--- src/rtl/tune_sequencer.sv ---
// Song-ROM driven square-wave tone sequencer with play/pause/stop, rests,
// per-note beat durations, an end-of-song marker and optional looping.
module tune_sequencer #(
  parameter int unsigned CLK_HZ    = 10000000,
  parameter int unsigned BEAT_HZ   = 4,
  parameter int unsigned ADDR_BITS = 6,
  parameter int unsigned SONG_LEN  = 64,
  parameter int unsigned PER_BITS  = 16,
  parameter int unsigned DUR_BITS  = 4
) (
  input  logic                         clk,
  input  logic                         reset,
  input  logic                         play,
  input  logic                         pause,
  input  logic                         stop,
  input  logic                         loop_en,
  output logic [ADDR_BITS-1:0]         rom_addr,
  input  logic [PER_BITS+DUR_BITS-1:0] rom_data,
  output logic                         speaker,
  output logic                         busy,
  output logic                         done
);

  localparam int unsigned BEAT_DIV  = CLK_HZ / BEAT_HZ;
  localparam int unsigned BEAT_BITS = (BEAT_DIV > 1) ? $clog2(BEAT_DIV) : 1;

  localparam logic [BEAT_BITS-1:0] BEAT_LAST = BEAT_BITS'(BEAT_DIV - 1);
  localparam logic [BEAT_BITS-1:0] BEAT_ONE  = BEAT_BITS'(1);
  localparam logic [ADDR_BITS-1:0] ADDR_LAST = ADDR_BITS'(SONG_LEN - 1);
  localparam logic [ADDR_BITS-1:0] ADDR_ONE  = ADDR_BITS'(1);
  localparam logic [PER_BITS-1:0]  PER_ONE   = PER_BITS'(1);
  localparam logic [DUR_BITS-1:0]  DUR_ONE   = DUR_BITS'(1);

  typedef enum logic [2:0] {
    S_IDLE,
    S_FETCH,
    S_LOAD,
    S_PLAY,
    S_PAUSED
  } state_t;

  state_t               r_state;
  logic [ADDR_BITS-1:0] r_addr;
  logic                 r_speaker;
  logic                 r_done;
  logic [PER_BITS-1:0]  r_note_per;
  logic [DUR_BITS-1:0]  r_note_dur;
  logic [PER_BITS-1:0]  r_tone_cnt;
  logic [BEAT_BITS-1:0] r_beat_cnt;
  logic [DUR_BITS-1:0]  r_beats_left;

  logic [PER_BITS-1:0]  w_rom_per;
  logic [DUR_BITS-1:0]  w_rom_dur;
  logic                 w_rest;
  logic                 w_tone_wrap;
  logic                 w_beat_wrap;
  logic                 w_note_end;
  logic                 w_song_end;

  assign w_rom_per   = rom_data[PER_BITS+DUR_BITS-1:DUR_BITS];
  assign w_rom_dur   = rom_data[DUR_BITS-1:0];
  assign w_rest      = (r_note_per == '0);
  assign w_tone_wrap = (r_tone_cnt == r_note_per - PER_ONE);
  assign w_beat_wrap = (r_beat_cnt == BEAT_LAST);
  assign w_note_end  = w_beat_wrap && ((r_beats_left + DUR_ONE) == r_note_dur);
  assign w_song_end  = (r_addr == ADDR_LAST);

  assign rom_addr = r_addr;
  assign speaker  = r_speaker;
  assign done     = r_done;
  assign busy     = (r_state == S_FETCH) || (r_state == S_LOAD) ||
                    (r_state == S_PLAY)  || (r_state == S_PAUSED);

  always_ff @(posedge clk or posedge reset) begin
    if (reset) begin
      r_state      <= S_IDLE;
      r_addr       <= '0;
      r_speaker    <= 1'b0;
      r_done       <= 1'b0;
      r_note_per   <= '0;
      r_note_dur   <= '0;
      r_tone_cnt   <= '0;
      r_beat_cnt   <= '0;
      r_beats_left <= '0;
    end else begin
      r_done <= 1'b0;
      if (stop) begin
        r_state      <= S_IDLE;
        r_addr       <= '0;
        r_speaker    <= 1'b0;
        r_tone_cnt   <= '0;
        r_beat_cnt   <= '0;
        r_beats_left <= '0;
      end else begin
        case (r_state)
          S_IDLE: begin
            if (play && !pause) r_state <= S_FETCH;
          end
          S_FETCH: begin
            r_state <= S_LOAD;
          end
          S_LOAD: begin
            r_note_per   <= w_rom_per;
            r_note_dur   <= w_rom_dur;
            r_tone_cnt   <= '0;
            r_beat_cnt   <= '0;
            r_beats_left <= '0;
            r_speaker    <= 1'b0;
            // A zero duration word is the end-of-song marker
            if (w_rom_dur == '0) begin
              r_addr <= '0;
              if (loop_en) begin
                r_state <= S_FETCH;
              end else begin
                r_state <= S_IDLE;
                r_done  <= 1'b1;
              end
            end else begin
              r_state <= S_PLAY;
            end
          end
          S_PLAY: begin
            // Every PLAY cycle is counted, including the one that sees pause,
            // so a note always spends dur*BEAT_DIV cycles in PLAY.
            if (w_rest) begin
              r_tone_cnt <= '0;
              r_speaker  <= 1'b0;
            end else if (w_tone_wrap) begin
              r_tone_cnt <= '0;
              r_speaker  <= ~r_speaker;
            end else begin
              r_tone_cnt <= r_tone_cnt + PER_ONE;
            end
            if (w_beat_wrap) begin
              r_beat_cnt   <= '0;
              r_beats_left <= r_beats_left + DUR_ONE;
            end else begin
              r_beat_cnt <= r_beat_cnt + BEAT_ONE;
            end
            if (w_note_end) begin
              r_speaker <= 1'b0;
              if (w_song_end) begin
                r_addr <= '0;
                if (loop_en) begin
                  r_state <= S_FETCH;
                end else begin
                  r_state <= S_IDLE;
                  r_done  <= 1'b1;
                end
              end else begin
                r_addr  <= r_addr + ADDR_ONE;
                r_state <= S_FETCH;
              end
            end else if (pause) begin
              r_state <= S_PAUSED;
            end
          end
          S_PAUSED: begin
            if (!pause && play) r_state <= S_PLAY;
          end
          default: begin
            r_state <= S_IDLE;
          end
        endcase
      end
    end
  end

endmodule
--- config.mk ---
export PLATFORM = sky130hd
export DESIGN_NAME = tune_sequencer
export DESIGN_NICKNAME = d
export VERILOG_FILES = /design/src/rtl/tune_sequencer.sv
export SDC_FILE = /design/constraint.sdc
export NUM_CORES = 1
export LEC_CHECK = 0
export BUFFER_PORTS_ARGS = -buffer_cell sky130_fd_sc_hd__buf_2
export CAP_MARGIN = 20
export CORE_ASPECT_RATIO = 0.7
export CORE_MARGIN = 3
export CORE_UTILIZATION = 65
export DETAILED_ROUTE_END_ITERATION = 10
export PLACE_DENSITY = 0.86
export SLEW_MARGIN = 20
export SYNTH_ARGS = -nofsm -noshare
export SYNTH_HDL_FRONTEND = slang
export SYNTH_SLANG_ARGS = --single-unit
--- constraint.sdc ---
create_clock -name clk -period 5.7 [get_ports clk]
set_clock_uncertainty 0.05 [all_clocks]
set_input_delay 0 -clock clk [delete_from_list [all_inputs] [get_ports clk]]
set_output_delay 0 -clock clk [all_outputs]
set_load 0.01 [all_outputs]
==> run metrics, run 1 <==
status=completed; post-CTS sizing=0; Inserted Diodes=0; global-route wire length before repair=17500 um; Die W=104 um; Worst-path clk slew=0.08 ns; Fin. Hold Viols=0; Synth top cells by count=73 x dfrtp_1, 46 x nand2_1, 37 x nor2_1; Yosys cell types=60; clock sink count=73; Core ar.=6370 sq um; max-slew violation count=0; share of layout cells above drive strength 1=15.9%; fillcell total=409; number of synthesized flops with an enable pin=0; main flop type after synthesis=dfrtp_1; FF+latch count, synth=73; Register Area=1830 sq um; largest area contributor in the netlist=dfrtp_1; Least-Margin Pin Slew=0.999 ns; Overflow after GRT=0; period utilisation layout=58.7%; Vias/cell=6.20; Root Buffer Master=clkbuf_8; # DRC=0; max cap viols=0; Max clock buf depth=2; routed vias=3868; Power Density=327 nW/um^2; CP max FO=27; area grow syn2layout=15.5%; 1st-iter DRT viols=330; initial antenna violation count=0; Worst VDD drop=0.000173 V; starting density of the core=68.6%; multi-input logic area=2410 sq um; H-tree depth=3; RSZ-0062 raised after global routing=no; Pre-Repair DR Iteration Count=5; top post-synthesis cells by area=dfrtp_1 42%, mux2_2 4.6%, xnor2_1 4.6%; Slew Limit Headroom=33.2%; Crit. End Element=flop; hpwl dp=6910 um; Syn Area/Cell=9.16 sq um; Seq/Total Area, Yosys=41.8%; die outline height=74.6 um; CTS tree=yes; setup bufs post-CTS=0; syn nets=508; io pins=35; WS Path Type=reg2reg; Worst Setup Start Kind=flop; Worst Path Required=5.88 ns; NumNets Final=560; Max Fclk=0.299 GHz; Period minus WS final=3.35 ns; drt total wl=10700 um; Syn. warnings=0; share of the synthesized area in the top cell type=41.8%; Critical Path AT=3.53 ns; Clock Latency Late Sink=0.35 ns; CTS Buf Count=9; Mapped Cells=477; ys async rst share=100%; Core Rows=24; count leader, synth=dfrtp_1; Final ANT Viol Nets=0; largest net degree at the start of global routing=74; number of global-route vias before repair=3561; Final Setup Violations=0; Final Util=79.3%; worst min-delay path class=in2reg; wire length per cell=17.2 um; setup TNS=0 ns; Min Hold Slack=0.169 ns; I/O Buffers=34; die area=7760 sq um; Tot Pwr=1.65 mW; GRT Util Overall=28.6%; synthesized cell area=4370 sq um; GPL Wtd Cong=1.00; Leak Pwr=2.18 nW
registers in the layout, indices dropped and copies added, names as in the netlist:
name and count:
r_state 3, r_tone_cnt 16, rom_addr 6, speaker 1
r_beat_cnt 22, done 1, r_note_dur 4, r_beats_left 4
r_note_per 16
worst max-delay path, stage by stage (launching register included):
cell and delay [ns]:
dfrtp_1 0.44, inv_1 0.12, ha_1 0.28, and2b_1 0.25, nand4_2 0.19, or4_4 0.54
a2111oi_4 0.39, and4b_1 0.29, a21oi_4 0.18, and3_1 0.24, a221o_1 0.25
cell usage in the layout, fill, tap and decap left out, drive strengths merged, types with 4 or more instances in the layout:
master       Yosys  routed
a21o             6       6
nand2b           7       7
nor2            37      37
o21ai           54      54
clkbuf          18       9
nand3b           4       4
xor2            12      12
o31ai            9       9
nand3           31      31
mux2i            5       5
inv             14      14
and3            13      13
nand2           46      46
nand4            8       8
a221o            4       4
a21oi           15      15
nor4             6       6
buf              4      37
xnor2           23      23
ha               5       5
a22o             8       8
dlygate4sd3      0      26
mux2            18      18
dfrtp           73      73
nor3            13      13
timing repair:
item,CTS,global route
hold endpoints to repair,97,0
endpoints found under the setup margin,0,0
hold buffers,26,0
routing by layer:
layer  up-vias  track usage, %  part of all wire (%)
met5         -               0                     0
met4         0            7.52                   1.0
met3        13            9.89                   9.2
met2       188            42.6                    45
met1      1841            40.3                    45
li1       1826               -                     -
per-stage QoR:
step	setup slack (ns)	instance area (sq um)	instances
5_1_grt	2.17	5050	624
3_3_place_gp	2.52	4580	583
6_report	2.35	5050	624
3_5_place_dp	2.30	4580	583
2_1_floorplan	2.83	4370	477
4_1_cts	2.27	5040	624
path summary, 6_finish.rpt:
kind / start / to / slack, ns / cells past startpoint
setup / recovery: r_note_per[0]$_DFFE_PP0P_ / r_tone_cnt[10]$_DFFE_PP0P_ / 2.35 / 10
hold / removal: play / r_state[2]$_DFFE_PP0P_ / 0.17 / 4
setup reg to reg: r_note_per[0]$_DFFE_PP0P_ / r_tone_cnt[10]$_DFFE_PP0P_ / 2.35 / 10
hold reg to reg: r_beat_cnt[21]$_DFFE_PP0P_ / r_beat_cnt[21]$_DFFE_PP0P_ / 0.45 / 1
max in group asynchronous: reset / r_state[2]$_DFFE_PP0P_ / 4.60 / 4
min in group asynchronous: reset / r_tone_cnt[9]$_DFFE_PP0P_ / 0.40 / 4
final cells by class:
class,count,share of cell area (%)
well taps,91,2.26
clock inverters,6,1.39
inverters,14,1.04
multi-input cells,368,47.7
repair buffers,63,8.98
flip-flops and latches,73,36.2
clock buffers,9,2.45
cells by family after synthesis:
family,synth area share [%]
DFF,41.8
adders and majority gates,1.43
buffers and inverters,3.49
and+or+nand+nor,23.3
muxes,5.78
AOI/OAI and AO/OA,17.2
xor gates and xnor gates,7.02
report_power, final:
group	internal, mW	total, mW	leakage (nW)	switching (mW)
clock	0.201	0.406	0.0875	0.205
combinational	0.247	0.513	1.12	0.266
sequential	0.592	0.734	0.980	0.142
Note: power is estimated with default switching activity, not from simulation.
==> run 2, diff against run 1 <==
- CORE_UTILIZATION: 65 -> 60
- PLACE_DENSITY: 0.86 -> 0.8
- clock period: 5.7 -> 3.2 ns (I/O delays scaled with it)
==> run 2 against run 1 <==
Utilization down 4.2 points; hold slack worse by 0.076 ns; critical path depth is 1 higher; total power is 93% higher; largest cell class unchanged; critical path type unchanged; global-route usage down 0.80 points.
==> run metrics, run 2 (same netlist as run 1, synthesis figures left out) <==
number of global-route vias before repair=3843 (+7.9%); I/O Buffers=34 (unchanged); CP max FO=27 (unchanged); Period minus WS final=3.00 ns (-0.349 ns); GR Util met2=42.2% (-0.44 points); max cap viols=0 (unchanged); worst min-delay path class=in2async; CP max stage delay=0.51 ns (-0.03 ns); Die W=108 um (+3.9%); Clock Latency Late Sink=0.36 ns (about the same); Crit-path slowest cell=or4_4; Setup WS pre-CTS=0.185 ns (-2.12 ns); status=completed; Max Fclk=0.333 GHz (+12%); max reg flops=22 (unchanged); H-tree depth=3 (unchanged); GPL Wtd Cong=0.972 (-3.1%); met3 Usage GRT=7.73% (-2.2 points); Root Buffer Master=clkbuf_8; Top Registers=r_beat_cnt: 22 flops, r_note_per: 16 flops, r_tone_cnt: 16 flops; Worst Setup Start Kind=flop; most common cell after layout, fill and taps aside=dfrtp_1; Slew Limit Headroom=51.9% (+19 points); Core ar.=6910 sq um (+8.6%); Top reg by flops=r_beat_cnt; drt total wl=11000 um (+2.7%); Post-DP Area=4690 sq um (+2.4%); Overflow after GRT=0 (unchanged); hpwl dp=7310 um (+5.7%); Worst-path clk slew=0.08 ns (about the same); global-route wire length before repair=18400 um (+4.9%); Leak Pwr=2.28 nW (+4.3%); share of layout cells above drive strength 1=18.1% (+2.2 points); busiest grt layer=met2; period utilisation layout=93.7% (+35 points); Pre-Repair DR Iteration Count=5 (unchanged); Least-Margin Pin Slew=0.721 ns (-0.277 ns); die area=8360 sq um (+7.7%); Worst VDD drop=0.000435 V (+150%); initial antenna violation count=0 (unchanged); largest net degree at the start of global routing=45 (-39%); setup TNS=0 ns (unchanged); NumNets Final=573 (+2.3%); Vias/cell=6.20 (about the same); 1st-iter DRT viols=453 (+37%); fillcell total=509 (+24%); Inserted Diodes=0 (unchanged); most frequent cells in the layout=73 x dfrtp_1, 46 x nand2_1, 36 x nor2_1; Min Hold Slack=0.0931 ns (-0.0764 ns); # DRC=0 (unchanged); Fin. Hold Viols=0 (unchanged); Critical Path AT=3.19 ns (-0.34 ns); wire length per cell=17.2 um (about the same); clock sink count=73 (unchanged); die outline height=77.4 um (+3.8%); worst path cell trace=inv_1 > ha_1 > and2b_1 > nand4_2 > or4_4 > a2111oi_4 > and4b_1 > a21oi_2 > buf_6 > and3_1 > a221o_1; io pins=35 (unchanged); Crit. End Element=flop; Final Setup Violations=0 (unchanged); area grow syn2layout=18.8%; starting density of the core=63.2% (-5.4 points); Max clock buf depth=2 (unchanged); final instance area=5190 sq um (+2.9%); Core Rows=25 (+4.2%); max-slew violation count=0 (unchanged); routed vias=3975 (+2.8%); CTS tree=yes; RSZ-0062 raised after global routing=no; Worst Path Required=3.39 ns (-2.49 ns); Final ANT Viol Nets=0 (unchanged); Power Density=615 nW/um^2 (+88%); GRT Util Overall=27.8% (-0.80 points); CTS Buf Count=9 (unchanged); WS Path Type=reg2reg; post-route setup slack=0.201 ns (-2.15 ns); met1 Usage GRT=39.2% (-1.2 points)
run 2: metal layers:
metal	part of all wire [%]	routed length, um	vias up
met5	0	0	-
met4	1.6	176	0
met3	8.3	908	23
met2	44	4870	163
met1	46	5050	1935
li1	-	-	1854
run 2: cell type report:
| type | instances | area (sq um) | area share (%) |
|---|---|---|---|
| flip-flops and latches | 73 | 1830 | 35.2 |
| clock buffers | 11 | 141 | 2.72 |
| clock inverters | 5 | 103 | 1.98 |
| multi-input cells | 368 | 2400 | 46.2 |
| well taps | 94 | 118 | 2.27 |
| repair buffers | 76 | 552 | 10.6 |
| inverters | 14 | 52.6 | 1.01 |
run 2: through the flow:
step                      power (mW)  utilization, %  cells
after detailed placement        2.25            67.9    600
after CTS                       3.17            75.0    641
after global placement          2.21            67.9    600
after global routing            3.35            75.1    641
after floorplan                 1.97               -    477
final                           3.19            75.1    641
run 2: worst paths after layout:
path | slack [ns] | to | from | cells after the start
setup / recovery | 0.20 | r_tone_cnt[7]$_DFFE_PP0P_ | r_note_per[0]$_DFFE_PP0P_ | 11
hold / removal | 0.09 | r_beat_cnt[16]$_DFFE_PP0P_ | reset | 3
setup reg to reg | 0.20 | r_tone_cnt[7]$_DFFE_PP0P_ | r_note_per[0]$_DFFE_PP0P_ | 11
hold reg to reg | 0.44 | r_beat_cnt[21]$_DFFE_PP0P_ | r_beat_cnt[21]$_DFFE_PP0P_ | 1
max in group asynchronous | 2.18 | r_tone_cnt[7]$_DFFE_PP0P_ | reset | 4
min in group clk | 0.17 | r_state[0]$_DFFE_PP0P_ | play | 5
run 2: worst max-delay path, delay by kind of cell (launching register included):
family | cells | cell delay, ns
AO/OA/AOI/OAI | 3 | 0.68
flip-flops | 1 | 0.44
AND/OR/NAND/NOR | 5 | 1.22
buffers and inverters | 2 | 0.29
adder cells (fa/ha/maj) | 1 | 0.17
run 2: report_power, final:
| part | internal (mW) | switching [mW] |
|---|---|---|
| combinational | 0.495 | 0.546 |
| sequential | 1.06 | 0.204 |
| clock | 0.538 | 0.355 |
run 2: timing repair:
action                     in CTS  in global routing
setup buffers                   0                  0
gates resized for setup         0                  1
hold endpoints to repair       56                  0
hold buffers                   25                  0
setup endpoints to repair       0                  4
==> run 3, diff against run 2 <==
- REMOVE_ABC_BUFFERS: not set -> 1
==> run 3 against run 2 <==
Final cell count down 0.16%; count of clock-buffer cells in the layout unchanged; worst setup slack worse by 0.077 ns; combinational power down 5%; fmax down 2.5%; sequential cell count unchanged; via count down 0.55%; sequential share of layout area up 0.24 points; non-clock buffer count down 1; critical path type unchanged; largest power group unchanged.
==> run metrics, run 3 (same netlist as run 1, synthesis figures left out) <==
WS Path Type=reg2reg; starting density of the core=63.2% (unchanged); Min Hold Slack=0.177 ns (+0.0835 ns); Final Setup Violations=0 (unchanged); worst min-delay path class=in2reg; # DRC=0 (unchanged); NetSw=1.10 mW (about the same); Clock Latency Late Sink=0.36 ns (about the same); Crit. End Element=flop; NumNets Final=572 (-0.17%); Critical Path Stages=10 (-1); post-route setup slack=0.124 ns (-0.0767 ns); Vias/cell=6.18 (-0.40%); hpwl dp=7580 um (+3.7%); status=completed; global-route wire length before repair=18300 um (-0.60%); clock share of power=24.4% (-3.6 points); Die W=108 um (unchanged); fillcell total=495 (-2.8%); Max Fclk=0.325 GHz (-2.5%); CTS Buf Count=9 (unchanged); drt total wl=11000 um (-0.36%); crit path buf inv count=1 (-1); Final Util=74.6% (-0.51 points); Slew Limit Headroom=42.4% (-9.5 points); max reg flops=22 (unchanged); R2R Path End=r_tone_cnt[7]$_DFFE_PP0P_; Worst Path Required=3.39 ns (about the same); Root Buffer Master=clkbuf_8; wire length per cell=17.1 um (-0.21%); area grow syn2layout=18.0%; Core Rows=25 (unchanged); max-slew violation count=0 (unchanged); final instance area=5160 sq um (-0.67%); Post-DP Area=4680 sq um (-0.32%); Period minus WS final=3.08 ns (+0.0767 ns); Overflow after GRT=0 (unchanged); largest net degree at the start of global routing=41 (-8.9%); share of layout cells above drive strength 1=17.9% (-0.15 points); Power Density=584 nW/um^2 (-5.1%); Final ANT Viol Nets=0 (unchanged); routed vias=3953 (-0.55%); GRT Util Overall=27.6% (-0.19 points); Leak Pwr=2.25 nW (-1.1%); most common cell after layout, fill and taps aside=dfrtp_1; Core ar.=6910 sq um (unchanged); Top reg by flops=r_beat_cnt; period utilisation layout=96.1% (+2.4 points); max cap viols=0 (unchanged); Pre-Repair DR Iteration Count=5 (unchanged); Int Pwr=1.91 mW (-8.8%); H-tree depth=3 (unchanged); sequential share of power=42.8% (+3.4 points); r2r setup slk=0.12 ns (-0.08 ns); Worst-path clk slew=0.08 ns (about the same); worst path cell trace=inv_1 > ha_1 > and2b_2 > nand4_2 > or4_4 > a2111oi_4 > and4b_1 > a21oi_4 > and3_1 > a221o_1; die outline height=77.4 um (unchanged); Critical Path End=r_tone_cnt[7]$_DFFE_PP0P_; Setup WS pre-CTS=0.0489 ns (-0.136 ns); Combinational Power Share=32.8% (+0.2 points); Worst VDD drop=0.000445 V (+2.4%); io pins=35 (unchanged); Fin. Hold Viols=0 (unchanged); GPL Wtd Cong=0.997 (+2.6%); CP top delay family=simple AND/OR/NAND/NOR gates; Sw Ratio=36.7% (+2.1 points); CTS tree=yes; Inserted Diodes=0 (unchanged); most frequent cells in the layout=73 x dfrtp_1, 46 x nand2_1, 36 x nor2_1; Max clock buf depth=2 (unchanged); number of placed cells counting well taps=598 (-0.33%); setup bufs post-CTS=0 (unchanged); Least-Margin Pin Slew=0.863 ns (+0.141 ns); CP max FO=17 (-37%); Top Registers=r_beat_cnt: 22 flops, r_note_per: 16 flops, r_tone_cnt: 16 flops; Crit-path slowest cell=or4_4; Critical Path AT=3.27 ns (+0.08 ns); Worst Setup Start Kind=flop; cells on worst reg2reg path=10 (-1); Critical path origin=r_note_per[0]$_DFFE_PP0P_; I/O Buffers=34 (unchanged); Layout Cells excl Fill=640 (-0.16%); initial antenna violation count=0 (unchanged); clock sink count=73 (unchanged); reg2reg start=r_note_per[0]$_DFFE_PP0P_; CP max stage delay=0.54 ns (+0.03 ns); 1st-iter DRT viols=408 (-9.9%); die area=8360 sq um (unchanged); number of global-route vias before repair=3713 (-3.4%)
-- run 3: changes by cell type in the layout (fill, tap and decap cells not counted) --
cell / previous run / this run
a2111oi_2: 1 / 0
buf_4: 16 / 15
and2b_1: 1 / 0
buf_6: 1 / 0
a2111oi_4: 1 / 2
a21oi_2: 1 / 0
dlygate4sd3_1: 25 / 26
clkinvlp_4: 1 / 2
clkinv_2: 1 / 2
and2b_2: 0 / 1
a21oi_4: 0 / 1
bufinv_16: 3 / 1
-- run 3: area by class of cell --
class	instances	area [sq um]	share of cell area, %
multi-input combinational	368	2420	46.9
tap	94	118	2.28
sequential	73	1830	35.4
clock inverter	5	55.1	1.07
timing repair buffer	75	543	10.5
clock buffer	11	141	2.74
inverter	14	52.6	1.02
-- run 3: repair_timing --
item / CTS / global route
gates resized for setup: 0 / 3
hold endpoints to repair: 62 / 0
hold buffers: 26 / 0
setup endpoints to repair: 0 / 14
-- run 3: how the worst min path moves through the flow --
stage                       start                endpoint  slack (ns)  cells after the start
after floorplan              stop  r_state[0]$_DFFE_PP0P_        0.01                      1
after global placement    loop_en          done$_DFF_PP0_        0.14                      2
after detailed placement  loop_en          done$_DFF_PP0_        0.14                      2
after CTS                    play  r_state[2]$_DFFE_PP0P_        0.16                      4
after global routing         play  r_state[0]$_DFFE_PP0P_        0.22                      5
final                        play  r_state[2]$_DFFE_PP0P_        0.18                      4
-- run 3: power groups by stage --
stage | combinational (mW) | clock [mW] | sequential, mW
2_1_floorplan | 0.700 | 0 | 1.24
3_3_place_gp | 0.884 | 0 | 1.29
3_5_place_dp | 0.926 | 0 | 1.30
4_1_cts | 0.957 | 0.745 | 1.28
5_1_grt | 1.07 | 0.789 | 1.31
6_report | 0.987 | 0.735 | 1.29
-- run 3: worst reg2reg max path: stages (launching register included) --
cell and delay, ns:
dfrtp_1 0.43, inv_1 0.11, ha_1 0.17, and2b_2 0.21, nand4_2 0.18, or4_4 0.54
a2111oi_4 0.38, and4b_1 0.28, a21oi_4 0.15, and3_1 0.22, a221o_1 0.25
-- run 3: metrics by stage --
step | total power, mW | setup TNS, ns
2_1_floorplan | 1.94 | -3.61
4_1_cts | 2.98 | 0
5_1_grt | 3.17 | -0.0768
6_report | 3.01 | 0
3_5_place_dp | 2.22 | 0
3_3_place_gp | 2.17 | 0
-- run 3: layer usage --
metal  vias up  global-route usage, %  part of all wire [%]
li1       1858                      -                     -
met1      1885                   39.3                    45
met2       178                   41.2                    45
met3        32                   6.73                   7.9
met4         0                   9.58                   2.1
met5         -                      0                     0
